--- config.mk ---
export PLATFORM = sky130hd
export DESIGN_NAME = sounder_sched
export DESIGN_NICKNAME = d
export VERILOG_FILES = /design/src/rtl/sounder_sched.sv
export SDC_FILE = /design/constraint.sdc
export NUM_CORES = 1
export LEC_CHECK = 0
export CORE_AREA = 2 2 210 212
export DETAILED_ROUTE_END_ITERATION = 16
export DIE_AREA = 0 0 212 214
export GPL_TIMING_DRIVEN = 0
export PLACE_DENSITY_LB_ADDON = 0.3
export SLEW_MARGIN = 20
export SYNTH_ARGS = -nofsm -noshare
export SYNTH_HDL_FRONTEND = slang
export SYNTH_SLANG_ARGS = --single-unit
--- constraint.sdc ---
create_clock -name clk -period 12.71 [get_ports clk]
set_input_delay 1.9065 -clock clk [delete_from_list [all_inputs] [get_ports clk]]
set_output_delay 1.9065 -clock clk [all_outputs]
set_load 0.01 [all_outputs]
--- src/rtl/sounder_sched.sv ---
// sounder_sched: time-gated snapshot scheduler for a timestamped AXI-Stream.
// Waits for the stream to reach start_time, then passes num_snap bursts of
// snap_len beats, one every snap_period beats, dropping everything else.
//
// Handshake semantics (both stream ports): a beat transfers on a rising clk
// edge where tvalid && tready are both high. A source holds tdata/tvalid and
// sidebands steady until the transfer. While capturing, the input port is a
// zero-latency combinational pass-through of the output port (tready flows
// upstream, tvalid/tdata flow downstream). While not capturing the input is
// always ready and its beats are discarded.
module sounder_sched #(
  parameter int WIDTH = 32,
  parameter int NIPC  = 2
) (
  input  logic                    clk,
  input  logic                    rst,
  // configuration / control
  input  logic                    arm,
  input  logic                    abort,
  input  logic [63:0]             start_time,
  input  logic [15:0]             num_snap,
  input  logic [31:0]             snap_len,
  input  logic [31:0]             snap_period,
  // input stream
  input  logic [NIPC*WIDTH-1:0]   i_axis_tdata,
  input  logic                    i_axis_tvalid,
  output logic                    i_axis_tready,
  input  logic [63:0]             i_axis_ttimestamp,
  input  logic                    i_axis_thas_time,
  // output stream
  output logic [NIPC*WIDTH-1:0]   o_axis_tdata,
  output logic                    o_axis_tvalid,
  input  logic                    o_axis_tready,
  output logic                    o_axis_tlast,
  output logic                    o_axis_teob,
  output logic [63:0]             o_axis_ttimestamp,
  output logic                    o_axis_thas_time,
  // status
  output logic                    busy,
  output logic                    late,
  output logic [15:0]             snap_cnt,
  output logic [1:0]              o_dbg_state
);

  localparam logic [1:0] S_IDLE    = 2'd0;
  localparam logic [1:0] S_WAIT    = 2'd1;
  localparam logic [1:0] S_CAPTURE = 2'd2;
  localparam logic [1:0] S_GAP     = 2'd3;

  logic [1:0]  r_state;
  logic [63:0] r_t_now;
  logic [31:0] r_beat_cnt;
  logic [15:0] r_snap_cnt;
  logic        r_late;
  logic        r_abort_pend;
  logic [63:0] r_start_time;
  logic [15:0] r_num_snap;
  logic [31:0] r_snap_len;
  logic [31:0] r_snap_period;

  logic [63:0] w_beat_time;
  logic [31:0] w_gap_len;
  logic [15:0] w_snap_cnt_inc;
  logic        w_in_hs;
  logic        w_wait_hit;
  logic        w_cap;
  logic        w_out_hs;
  logic        w_first;
  logic        w_last_cnt;
  logic        w_final;
  logic        w_abort_req;
  logic        w_abort_term;

  logic [1:0]  w_eb_state;
  logic [31:0] w_eb_cnt;
  logic [15:0] w_eb_snap;

  logic [1:0]  w_state_nx;
  logic [31:0] w_cnt_nx;
  logic [15:0] w_snap_cnt_nx;
  logic        w_late_nx;
  logic        w_abort_pend_nx;
  logic        w_load;

  // Beat time, capture qualification and output sideband decode.
  always_comb begin
    w_beat_time    = i_axis_thas_time ? i_axis_ttimestamp : r_t_now;
    w_gap_len      = r_snap_period - r_snap_len;
    w_snap_cnt_inc = r_snap_cnt + 16'd1;
    // In WAIT the qualifying beat is itself the first captured beat, so it is
    // presented downstream in the same cycle it is recognised.
    w_wait_hit     = (r_state == S_WAIT) && i_axis_tvalid && !abort &&
                     (w_beat_time >= r_start_time);
    w_cap          = !rst && ((r_state == S_CAPTURE) || w_wait_hit);
    i_axis_tready  = w_cap ? o_axis_tready : 1'b1;
    w_in_hs        = i_axis_tvalid && i_axis_tready;
    w_out_hs       = w_cap && i_axis_tvalid && o_axis_tready;
    w_first        = (r_beat_cnt == 32'd0);
    w_last_cnt     = (r_beat_cnt == (r_snap_len - 32'd1));
    w_final        = (r_num_snap != 16'd0) && (w_snap_cnt_inc == r_num_snap);
    w_abort_req    = abort || r_abort_pend;
    w_abort_term   = (r_state == S_CAPTURE) && w_abort_req;

    o_axis_tvalid     = w_cap && i_axis_tvalid;
    o_axis_tdata      = w_cap ? i_axis_tdata : '0;
    o_axis_thas_time  = o_axis_tvalid && w_first;
    o_axis_ttimestamp = o_axis_thas_time ? w_beat_time : 64'd0;
    o_axis_tlast      = o_axis_tvalid && (w_last_cnt || w_abort_term);
    o_axis_teob       = o_axis_tvalid && ((w_last_cnt && w_final) || w_abort_term);
  end

  // Where a normally completed captured beat leads: next beat, gap, next
  // snapshot or done.
  always_comb begin
    w_eb_state = S_CAPTURE;
    w_eb_cnt   = r_beat_cnt + 32'd1;
    w_eb_snap  = r_snap_cnt;
    if (w_last_cnt) begin
      w_eb_snap = w_snap_cnt_inc;
      w_eb_cnt  = 32'd0;
      if (w_final) begin
        w_eb_state = S_IDLE;
      end else if (r_snap_period > r_snap_len) begin
        w_eb_state = S_GAP;
      end
    end
  end

  // Scheduler next-state logic.
  always_comb begin
    w_state_nx      = r_state;
    w_cnt_nx        = r_beat_cnt;
    w_snap_cnt_nx   = r_snap_cnt;
    w_late_nx       = r_late;
    w_abort_pend_nx = r_abort_pend;
    w_load          = 1'b0;
    case (r_state)
      S_IDLE: begin
        if (arm && !abort) begin
          w_load          = 1'b1;
          w_state_nx      = S_WAIT;
          w_cnt_nx        = 32'd0;
          w_snap_cnt_nx   = 16'd0;
          w_late_nx       = 1'b0;
          w_abort_pend_nx = 1'b0;
        end
      end
      S_WAIT: begin
        if (abort) begin
          w_state_nx = S_IDLE;
        end else if (w_out_hs) begin
          if (w_beat_time > r_start_time) begin
            w_late_nx = 1'b1;
          end
          w_state_nx    = w_eb_state;
          w_cnt_nx      = w_eb_cnt;
          w_snap_cnt_nx = w_eb_snap;
        end
      end
      S_CAPTURE: begin
        if (w_out_hs) begin
          if (w_abort_req) begin
            // This beat went out with tlast/teob; the run ends here.
            w_state_nx      = S_IDLE;
            w_abort_pend_nx = 1'b0;
            if (w_last_cnt) begin
              w_snap_cnt_nx = w_snap_cnt_inc;
            end
          end else begin
            w_state_nx    = w_eb_state;
            w_cnt_nx      = w_eb_cnt;
            w_snap_cnt_nx = w_eb_snap;
          end
        end else if (w_abort_req) begin
          // A stalled beat still owes its tlast/teob; with nothing pending
          // the run just stops.
          if (i_axis_tvalid) begin
            w_abort_pend_nx = 1'b1;
          end else begin
            w_state_nx      = S_IDLE;
            w_abort_pend_nx = 1'b0;
          end
        end
      end
      S_GAP: begin
        if (abort) begin
          w_state_nx = S_IDLE;
        end else if (w_in_hs) begin
          if (r_beat_cnt == (w_gap_len - 32'd1)) begin
            w_state_nx = S_CAPTURE;
            w_cnt_nx   = 32'd0;
          end else begin
            w_cnt_nx = r_beat_cnt + 32'd1;
          end
        end
      end
      default: begin
        w_state_nx = S_IDLE;
      end
    endcase
  end

  // State, counters, stream clock and latched configuration.
  always_ff @(posedge clk) begin
    if (rst) begin
      r_state       <= S_IDLE;
      r_t_now       <= 64'd0;
      r_beat_cnt    <= 32'd0;
      r_snap_cnt    <= 16'd0;
      r_late        <= 1'b0;
      r_abort_pend  <= 1'b0;
      r_start_time  <= 64'd0;
      r_num_snap    <= 16'd0;
      r_snap_len    <= 32'd1;
      r_snap_period <= 32'd1;
    end else begin
      if (w_in_hs) begin
        r_t_now <= w_beat_time + 64'(NIPC);
      end
      r_state      <= w_state_nx;
      r_beat_cnt   <= w_cnt_nx;
      r_snap_cnt   <= w_snap_cnt_nx;
      r_late       <= w_late_nx;
      r_abort_pend <= w_abort_pend_nx;
      if (w_load) begin
        r_start_time  <= start_time;
        r_num_snap    <= num_snap;
        // A zero-length snapshot is meaningless; run it as one beat.
        r_snap_len    <= (snap_len == 32'd0) ? 32'd1 : snap_len;
        r_snap_period <= snap_period;
      end
    end
  end

  assign busy        = (r_state != S_IDLE);
  assign late        = r_late;
  assign snap_cnt    = r_snap_cnt;
  assign o_dbg_state = r_state;

endmodule

# Word level (Yosys, flattened, before mapping)
# Cells that the tools add are included.
# totals
reg_bits,260
inputBits,279
out_inout_bits,153
wordCells,118
# classes
add_sub_neg,6
magnitude_cmp,3
eq_ne,20
n_mux,46
reduce_logical,33
# ops
cell,n
two-way mux 32 bit,10
two-way mux 64 bit,3
case mux 32 bit (4 select lines),1
"adder 64 x 2 -> 64 bit, second input constant",1
equality test 32 bit,2
greater-or-equal comparator 64 bit,1
> comparator 64 bit,1
zero test 32 bit,2
two-way mux 16 bit,4
"subtractor 32 x 1 -> 32 bit, second input constant",2
case mux 16 bit (3 select lines),1
"adder 32 x 1 -> 32 bit, second input constant",1
> comparator 32 bit,1
subtractor 32 bit,1
two-way mux 2 bit,12
"adder 16 x 1 -> 16 bit, second input constant",1
equality test 16 bit,1
"inequality test 2 bit, second input constant",8
nonzero test 16 bit,1
"inequality test 3 bit, second input constant",5
logical AND 1 bit,14
two-way mux 1 bit,12
case mux 2 bit (4 select lines),1
AND reduction 7 bit,1
12 further kinds,21

# Logic depth before layout (Yosys ltp)
# Gate-level depths: netlist of the first run.
# depth
word_depth,11
mapped_depth,22
mapped_depth_nobuf,14

# Worst setup path after synthesis of the first run
# No wires, ideal clock.
# synth_path
path_kind,input to output
from,in i_axis_thas_time
to,out o_axis_ttimestamp[53]
t_arrival_ps,7302
required_ps,10804
path_slack_ps,3502
path_stages,22
path_buffers,9
path_cell_list,buf_2 -> buf_2 -> clkbuf_1 -> buf_1 -> buf_2 -> buf_2 -> buf_1 -> mux2i_1 -> inv_1 -> ha_1 -> nand4_1 -> nor4_1 -> o21ai_0 -> nand4_1 -> a21oi_1 -> a2111o_1 -> a21oi_1 -> nand2_1 -> or3_1 -> clkbuf_1 -> buf_1 -> nor2b_1
# synth_via
elab_chain_cells,8
# synth_rtl
item,line_no,source
start: declaration,29,"input logic i_axis_thas_time,"
two-way mux 64 bit *,87,w_beat_time = i_axis_thas_time ? i_axis_ttimestamp : r_t_now;
greater-or-equal comparator 64 bit,93,(w_beat_time >= r_start_time);
logical AND 1 bit,92,w_wait_hit = (r_state == S_WAIT) && i_axis_tvalid && !abort &&
logical OR 1 bit,94,w_cap = !rst && ((r_state == S_CAPTURE) || w_wait_hit);
logical AND 1 bit,94,
logical AND 1 bit,104,o_axis_tvalid = w_cap && i_axis_tvalid;
logical AND 1 bit,106,o_axis_thas_time = o_axis_tvalid && w_first;
two-way mux 64 bit *,107,o_axis_ttimestamp = o_axis_thas_time ? w_beat_time : 64'd0;
end: declaration,36,"output logic [63:0] o_axis_ttimestamp,"
# Mark *: on every way between the ends. The rest lies on a longest branch, timed or not.

# Final worst setup path of the first run
# layout_path
from,in i_axis_thas_time
to,out o_axis_ttimestamp[61]
# Same word-level chain as after synthesis.

==> impl.org, run 1 <==
** Status
- The run finished with clean final reports.

** STA
- The count of final hold-check violations is 0.
- The clock arrives with roughly 0.029 ns of skew.
- Min setup slack post-route :: approximately 0.53 ns
- Final number of setup-violating endpoints :: 0
- Highest clock frequency the design can meet :: 0.0821 GHz
- The final critical path takes up 95.9% of the cycle.
- Setup repair after global routing left no endpoint under its margin.
- Measured against its own limit, the worst slew margin works out to 20.5%.
- Transition time at the pin with the least slew margin :: around 1.2 ns
- Counting I/O delays and the setup requirement, the final critical path takes between 10 and 15 ns.
- Slew Limit Fails :: 0

** Floorplanning
- Initial core utilization :: 44.7%
- The floorplan step set the die width to between 200 and 250 um.
- Row generation in the floorplan step produced 76 rows.
- Core area :: between 40000 and 50000 sq um
- Die extent in y :: roughly 210 um
- Number of top-level pins :: approximately 430
- The die covers approximately 45000 sq um.

** Detailed routing
- In the routed layout, each cell is associated on average with a via count of around 5.7.
- For this run, design rule violations remaining after detail routing come to 0.
- After detailed routing, the total wire length is between 70000 and 80000 um.
- Once detail routing completed, the nets flagged for antenna violations numbered 0.
- After detailed routing, the average wire length per cell comes to 20.8 um.
- After the first detailed-routing iteration, the DRC count stood at about 2000.
- Vias after detailed routing :: 21148
- Before antenna repair, the detailed router went through 6 iterations.

** CTS
- Number of buffers between clock root and the deepest sink :: 3
- The tree is rooted in a sky130_fd_sc_hd__clkbuf_16.
- CTS tree :: done
- The tree built by TritonCTS fans out to 260 sinks.
- Clock latency on the worst-skew pair :: between 0.5 and 0.6 ns
- After clock tree synthesis, the clock-pin slew on the worst setup and hold paths is 0.05 ns.
- Buffers inserted to repair hold after CTS numbered 0.
- The number of setup buffers added after CTS is 0.
- The H-tree was split into 2 levels.
- In this run, CTS created clock tree buffers numbering 34.
- Post-cts gate resize count :: 1

** Place
- At the end of routability-driven placement, the weighted congestion stood at between 1 and 1.5.
- Final HPWL from detailed placement :: around 62000 um
- Post-place setup slack :: -0.363 ns
- Buffers on Ports :: 429

** Synth
- Mean area per synthesized cell :: 7.34 sq um
- In the synthesized netlist the dominant register cell turns out to be sky130_fd_sc_hd__dfxtp_1.
- Unique cell type count in the Yosys netlist :: between 80 and 90
- Counting flops with an async set or reset pin after synthesis yields a share of 0%.
- In this run the cell area of the synthesized design comes to between 15000 and 20000 sq um.
- Counting flops with a built-in enable in the synthesized netlist gives 0.
- Cells after Synth :: approximately 2600
- The number of nets handed over by synthesis was roughly 3000.
- Number of flip-flops and latches in the synthesized netlist :: between 200 and 300
- During synthesis, Yosys emitted a total of 0 warnings.
- Part of the Yosys area used for sequential elements :: between 20% and 30%

** Global routing
- Largest net degree at the start of global routing :: 20
- For this run the aggregate overflow at the end of global routing stands at 0.
- Antenna violations before repair :: 7
- Overall global routing resource usage :: ~33%
- The first global-routing pass estimated between 100000 and 150000 um of wire.
- Vias in the first global route :: between 20000 and 25000

** Worst setup path
- Critical path capture point type :: output pin
- Worst Path Required :: 10.80 ns
- For the worst setup path, the data arrival time is 10.28 ns.
- The cell that appears most often on the critical path is sky130_fd_sc_hd__buf_2.
- Peak per-stage delay on the critical path :: 0.81 ns
- Startpoint type of the worst setup path :: primary input
- Of all nets on the critical path, the largest fanout is 10.
- Cells traversed along the worst timing path :: buf_2, buf_2, clkbuf_1, clkbuf_2, buf_2, clkdlybuf4s15_1, mux2i_1, inv_1, ha_1, nand4_1, nor4_2, o21ai_0, nand4_1, a21oi_1, a2111o_1, a21oi_1, nand2_1, or3_1, clkbuf_1, buf_1, nor2b_1, clkdlybuf4s50_1
- Worst Path Class, Setup :: primary input to output pin
- The slowest stage of the critical path is the sky130_fd_sc_hd__clkdlybuf4s15_1 cell.

** Pwr
- For this design the ratio of total power to cell area is between 100 and 150 nW/um^2.
- In this run the static leakage power is ~9.7 nW.
- Post-route total power :: 0.00277 W
- IR analysis of the VDD net gives a maximum drop of 0.0000956 V.

** Layout
- Nets :: 3462
- Counting the fill cells in the layout gives around 4000.
- Area of combinational cells with multiple inputs :: approximately 13000 sq um
- Register area :: around 5200 sq um
- Cells with a size suffix above 1 make up under 10% of the layout.
- Most common library cell in the layout ignoring fill and taps :: sky130_fd_sc_hd__clkdlybuf4s50_1
- Area Overhead vs Synth :: 32.2%
- The library cells used most frequently in the layout, excluding fill and tap cells, are sky130_fd_sc_hd__clkdlybuf4s50_1, sky130_fd_sc_hd__nand2_1, sky130_fd_sc_hd__dfxtp_1.

** Flow run
- # Max-Cap Violations :: 0

** Hold path
- The min-delay analysis places its worst path in the category flop to flop.
## registers in the layout (all words and copies together) (netlist names)
signal         cells
r_start_time      64
r_t_now           64
r_beat_cnt        32
r_snap_len        32
r_snap_period     32
r_num_snap        16
snap_cnt          16
o_dbg_state        2
late               1
r_abort_pend       1
## kinds of logic after synthesis
| logic type | count (synthesis) | synth area share, % |
|---|---|---|
| mux | 142 | 7.56 |
| compound gates | 552 | 17.6 |
| buf+inv | 342 | 7.05 |
| simple gates | 1038 | 25.8 |
| xor+xnor | 169 | 7.73 |
| fa+ha+maj | 108 | 7.09 |
| flops | 260 | 27.2 |
## power breakdown
part / total (W) / switching (W) / internal (W)
registers: 0.000900 / 0.0000404 / 0.000860
logic: 0.000890 / 0.000522 / 0.000368
clock network: 0.000977 / 0.000404 / 0.000573
## cell usage after synthesis, drive strengths merged (5+ instances only)
master	number	share of area, %
a211oi	28	1.1
a21o	31	1.2
a21oi	260	6.9
a221oi	9	0.41
a31oi	5	0.16
a41oi	5	0.27
and2	75	2.4
and3	25	0.82
and4	9	0.41
buf	40	1.1
clkbuf	122	2.4
dfxtp	260	27
ha	107	7.0
inv	179	3.5
mux2	21	1.2
mux2i	121	6.3
nand2	419	8.2
nand2b	9	0.29
nand3	80	2.1
nand3b	11	0.43
nand4	57	1.9
nor2	205	4.0
nor2b	24	0.82
nor3	39	1.0
nor4	46	1.8
o211ai	12	0.47
o21a	8	0.31
o21ai	100	2.6
o21bai	6	0.24
o221ai	6	0.27
o22ai	13	0.42
o31a	5	0.23
o31ai	11	0.46
o41ai	12	0.65
or2	8	0.26
or3	11	0.36
or4	7	0.29
xnor2	122	5.6
xor2	47	2.1
## layout make-up
| cell class | count | share of cell area (%) |
|---|---|---|
| flip-flops and latches | 260 | 20.6 |
| inverters | 180 | 2.67 |
| plain buffers | 161 | 2.68 |
| clock inverters | 11 | 0.440 |
| well taps | 585 | 2.89 |
| clock buffers | 50 | 3.96 |
| multi-input cells | 2009 | 49.8 |
| repair buffers | 429 | 17.0 |
| diodes | 5 | 0.0494 |
## routing by layer
metal / vias up / global-route usage [%] / share of wire (%)
li1: 9983 / - / -
met2: 909 / 55.7 / 48
met5: - / 0 / 0.020
met1: 10057 / 41.2 / 41
met3: 197 / 4.74 / 6.7
met4: 2 / 14.7 / 4.4
## final timing paths
check,from,to,slack [ns],cells past startpoint
worst min-delay path,r_start_time[10]$_SDFFE_PP0P_,r_start_time[10]$_SDFFE_PP0P_,0.46,2
worst max-delay path,i_axis_thas_time,o_axis_ttimestamp[61],0.53,22
worst max register to register,r_snap_len[23]$_SDFFE_PP0P_,r_beat_cnt[6]$_SDFFE_PP0P_,7.56,16
worst min register to register,r_start_time[10]$_SDFFE_PP0P_,r_start_time[10]$_SDFFE_PP0P_,0.46,2
## metrics by stage
step                util, %  TNS [ns]  cells  hold WS [ns]  cell area [sq um]
finish                 59.0         0   3690         0.457              25300
global route           59.0         0   3690         0.467              25300
CTS                    59.0         0   3685         0.454              25300
detailed placement     56.4     -7.53   3625         0.447              24200
global placement       56.4     -4.14   3625         0.444              24200
floorplan                 -         0   2611         0.436              19200
## worst max-delay path, delay by kind of cell
kind	cells	cell delay (ns)
compound gates	4	1.24
fa+ha+maj	1	0.32
buf+inv	10	4.37
mux	1	0.38
simple gates	6	2.03
(Power assumes the default switching activity.)
==> run 2: changes to the inputs <==
--- a/config.mk
+++ b/config.mk
@@ -10,6 +10,7 @@
 export DIE_AREA = 0 0 212 214
 export GPL_TIMING_DRIVEN = 0
 export PLACE_DENSITY_LB_ADDON = 0.3
+export SETUP_SLACK_MARGIN = 0.4
 export SLEW_MARGIN = 20
 export SYNTH_ARGS = -nofsm -noshare
 export SYNTH_HDL_FRONTEND = slang
==> run 2 against run 1 <==
Critical path type unchanged. Global-route usage up 0.096 points. Final cell count barely moved. Hold slack about the same. Via count hardly changed. Combinational power hardly changed. Register-to-register slack worse by 0.03 ns. Flip-flop and latch count stayed put. Critical endpoint unchanged.
==> impl.org, run 2 (same netlist as run 1, synthesis figures left out) <==
** Floorplanning
- Die span in x :: 212 um (unchanged)
- Row cnt :: 76 (unchanged)
- The I/O pin total came to 432 (unchanged).
- The core region area came to 42900 sq um (unchanged).
- Die extent in y :: 214 um (unchanged)
- Full die area :: 45400 sq um (unchanged)
- The starting density of the core was 44.7% (unchanged).

** STA
- Max transition margin :: 18.9% (-1.6 points)
- The number of setup violations in the final report was 0 (unchanged).
- The top achievable clock speed came to 0.0836 GHz (+1.8%).
- Post-layout min period :: 11.97 ns (-0.218 ns)
- The post-route setup TNS is 0 ns (unchanged).
- Setup repair after global routing missed its margin :: no
- Transition time at the pin with the least slew margin :: 1.22 ns (+0.0238 ns)
- The post-layout worst setup margin is 0.745 ns (+0.218 ns).
- Final period utilization :: 94.1% (-1.7 points)
- Final worst clock skew :: 0.0264 ns (-0.00264 ns)
- The count of final hold-check violations is 0 (unchanged).
- Slew Limit Fails :: 0 (unchanged)

** Layout
- The area occupied by multi-input gates was 12600 sq um (about the same).
- The non-filler instance count after layout came to 3692 (+0.054%).
- The share of cells above drive strength 1 was 4.32% (+0.063 points).
- Nets :: 3463 (+0.029%)
- The largest registers in the layout are r_start_time x64, r_t_now x64.
- The register area was 5200 sq um (unchanged).
- Most common library cell in the layout ignoring fill and taps :: sky130_fd_sc_hd__clkdlybuf4s50_1
- The fill cell total of the finished layout was 3922 (-0.13%).
- Design Area, Final :: 25300 sq um (about the same)
- The area overhead of the layout relative to synthesis is 32.3% (about the same).
- The share of the core filled with cells in the final layout came to 59.1% (about the same).
- Top library cells by usage in the layout, fill and taps aside :: sky130_fd_sc_hd__clkdlybuf4s50_1, sky130_fd_sc_hd__nand2_1, sky130_fd_sc_hd__dfxtp_1

** Pwr
- The part of the total power dissipated in the clock network is 35.2% (about the same).
- Internal portion of total power :: 0.00180 W (about the same)
- Leak :: 9.75 nW (about the same)
- Combinational group share of total power :: 32.2% (about the same)
- Sw frac :: 34.9% (about the same)
- Power density over the cells :: 109 nW/um^2 (about the same)
- The net switching power was 0.000966 W (about the same).
- The worst ir drop on vdd came to 0.0000957 V (about the same).
- The sequential power share was 32.5% (about the same).

** Detailed routing
- The initial detailed-routing violation count is 1882 (-5.2%).
- Routed wire length :: 77000 um (+0.36%)
- Vias per cell :: 5.73 (-0.11%)
- DR WL/cell :: 20.8 um (+0.30%)
- Routed Antenna Nets :: 0 (unchanged)
- Residual DRC :: 0 (unchanged)
- Vias after detailed routing :: 21137 (-0.052%)
- First drt pass iteration count :: 5 (-1)

** Global routing
- The first-pass GRT wire length came to 117000 um (+0.21%).
- The maximum number of pins on one net before global-route repair is 13 (-35%).
- Grt total ovfl :: 0 (unchanged)
- Overall global routing resource usage :: 33.0% (+0.096 points)
- Antenna violations before repair :: 7 (unchanged)
- The number of global-route vias before repair came to 20688 (+0.29%).

** CTS
- The insertion delay of the later-clocked pin in the worst-skew pair was 0.56 ns (about the same).
- The count of hold-fix buffers inserted at cts is 0 (unchanged).
- The number of buffers added for setup after CTS came to 0 (unchanged).
- The clock transition at the register clock pins on the worst setup and hold paths after CTS is 0.05 ns (about the same).
- The TritonCTS sink count was 260 (unchanged).
- TritonCTS Buffers :: 34 (unchanged)
- The maximum clock path buffer count is 3 (unchanged).
- CTS tree :: done
- Number of H-tree levels :: 2 (unchanged)
- The root buffer cell chosen for the clock tree is sky130_fd_sc_hd__clkbuf_16.

** Worst setup path
- Largest delay share family, worst path :: buffers and inverters
- STA classifies the critical path startpoint as a primary input.
- The data arrival time at the worst-slack endpoint is 10.06 ns (-0.22 ns).
- Walking the worst path, the cells encountered are buf_2, buf_2, clkbuf_2, buf_2, buf_2, buf_2, clkdlybuf4s15_2, mux2i_1, inv_1, ha_1, nand4_1, nor4_4, o21ai_0, nand4_1, a21oi_1, a2111o_1, a21oi_1, nand2_1, or3_1, clkbuf_1, buf_1, nor2b_1, clkdlybuf4s50_1.
- The endpoint identified for the worst register-to-register timing path is r_beat_cnt[6]$_SDFFE_PP0P_.
- Crit. path cell count :: 23 (+4.5%)
- Depth of the most critical reg-to-reg path :: 15 (-1)
- Worst Path Required :: 10.80 ns (about the same)
- Critical path capture point type :: output pin
- Worst Path Class, Setup :: primary input to output pin
- In this run the critical register-to-register path is launched from r_snap_len[3]$_SDFFE_PP0P_.
- The stage delay of the slowest cell on the critical path was 0.60 ns (-0.21 ns).
- Maximum fanout along the worst path :: 10 (unchanged)
- Buffer and inverter count on the worst path :: 11 (+1)
- The register-to-register path setup slack was 7.53 ns (-0.03 ns).
- For this design, the slowest cell found on the critical path is sky130_fd_sc_hd__clkdlybuf4s50_1.
- Cell occurring most often along the worst timing path :: sky130_fd_sc_hd__buf_2

** Place
- Post-place setup slack :: -0.363 ns (unchanged)
- Final HPWL from detailed placement :: 61700 um (unchanged)
- The final weighted congestion in routability-driven placement was 1.02 (unchanged).
- Buffers on Ports :: 429 (unchanged)
- The number of placed instances with taps included came to 3625 (unchanged).
- The post-detailed-placement cell area is 24200 sq um (unchanged).

** Hold path
- Origin of the worst min-delay path :: r_start_time[10]$_SDFFE_PP0P_
- The min-delay analysis places its worst path in the category flop to flop.
- The number of cells on the worst hold path is 2 (unchanged).
- Destination of the worst hold path :: r_start_time[10]$_SDFFE_PP0P_

** Status
- Status :: complete, no violations

** Flow run
- # Max-Cap Violations :: 0 (unchanged)
[run 2: worst max path at each step]
stage / start / endpoint / slack (ns)
2_1_floorplan: i_axis_thas_time / o_axis_ttimestamp[53] / 3.50
3_3_place_gp: i_axis_thas_time / o_axis_ttimestamp[61] / -0.27
3_5_place_dp: i_axis_thas_time / o_axis_ttimestamp[61] / -0.36
4_1_cts: i_axis_thas_time / o_axis_ttimestamp[61] / 0.49
5_1_grt: i_axis_thas_time / o_axis_ttimestamp[63] / 0.52
6_report: i_axis_thas_time / o_axis_ttimestamp[61] / 0.74
[run 2: what timing repair did]
action,in CTS,in global routing
cloned,0,0
pin swaps,0,0
resized for setup,4,3
endpoints found under the hold margin,0,0
setup endpoints to repair,78,50
[run 2: through the flow]
step	power (W)	hold WS, ns
2_1_floorplan	0.00146	0.436
3_3_place_gp	0.00177	0.444
3_5_place_dp	0.00178	0.447
4_1_cts	0.00275	0.454
5_1_grt	0.00289	0.467
6_report	0.00277	0.457
[run 2: power groups by stage]
stage | Clock [W] | Combinational (W) | Sequential (W)
3_5_place_dp | 0 | 0.000868 | 0.000915
4_1_cts | 0.000980 | 0.000874 | 0.000898
6_report | 0.000974 | 0.000892 | 0.000900
2_1_floorplan | 0 | 0.000563 | 0.000901
3_3_place_gp | 0 | 0.000852 | 0.000913
5_1_grt | 0.00101 | 0.000970 | 0.000903
[run 2: per-layer routing]
layer / part of all wire [%] / GRT usage [%] / vias up
met2: 48 / 55.6 / 937
met3: 7.3 / 5.01 / 175
li1: - / - / 9985
met5: 0 / 0 / -
met1: 40 / 41.0 / 10040
met4: 4.2 / 15.4 / 0
[run 2: final cells by class]
type	instances	area share, %
clock buffer	50	3.96
antenna	6	0.0593
sequential	260	20.5
buffer	162	2.70
multi-input combinational	2009	49.8
clock inverter	11	0.439
tap	585	2.89
timing repair buffer	429	16.9
inverter	180	2.67
[run 2: tightest hold or removal path, stage by stage (launching register included)]
cell and delay (ns):
sky130_fd_sc_hd__dfxtp_1 0.30, sky130_fd_sc_hd__nand2_1 0.05, sky130_fd_sc_hd__a21oi_1 0.05
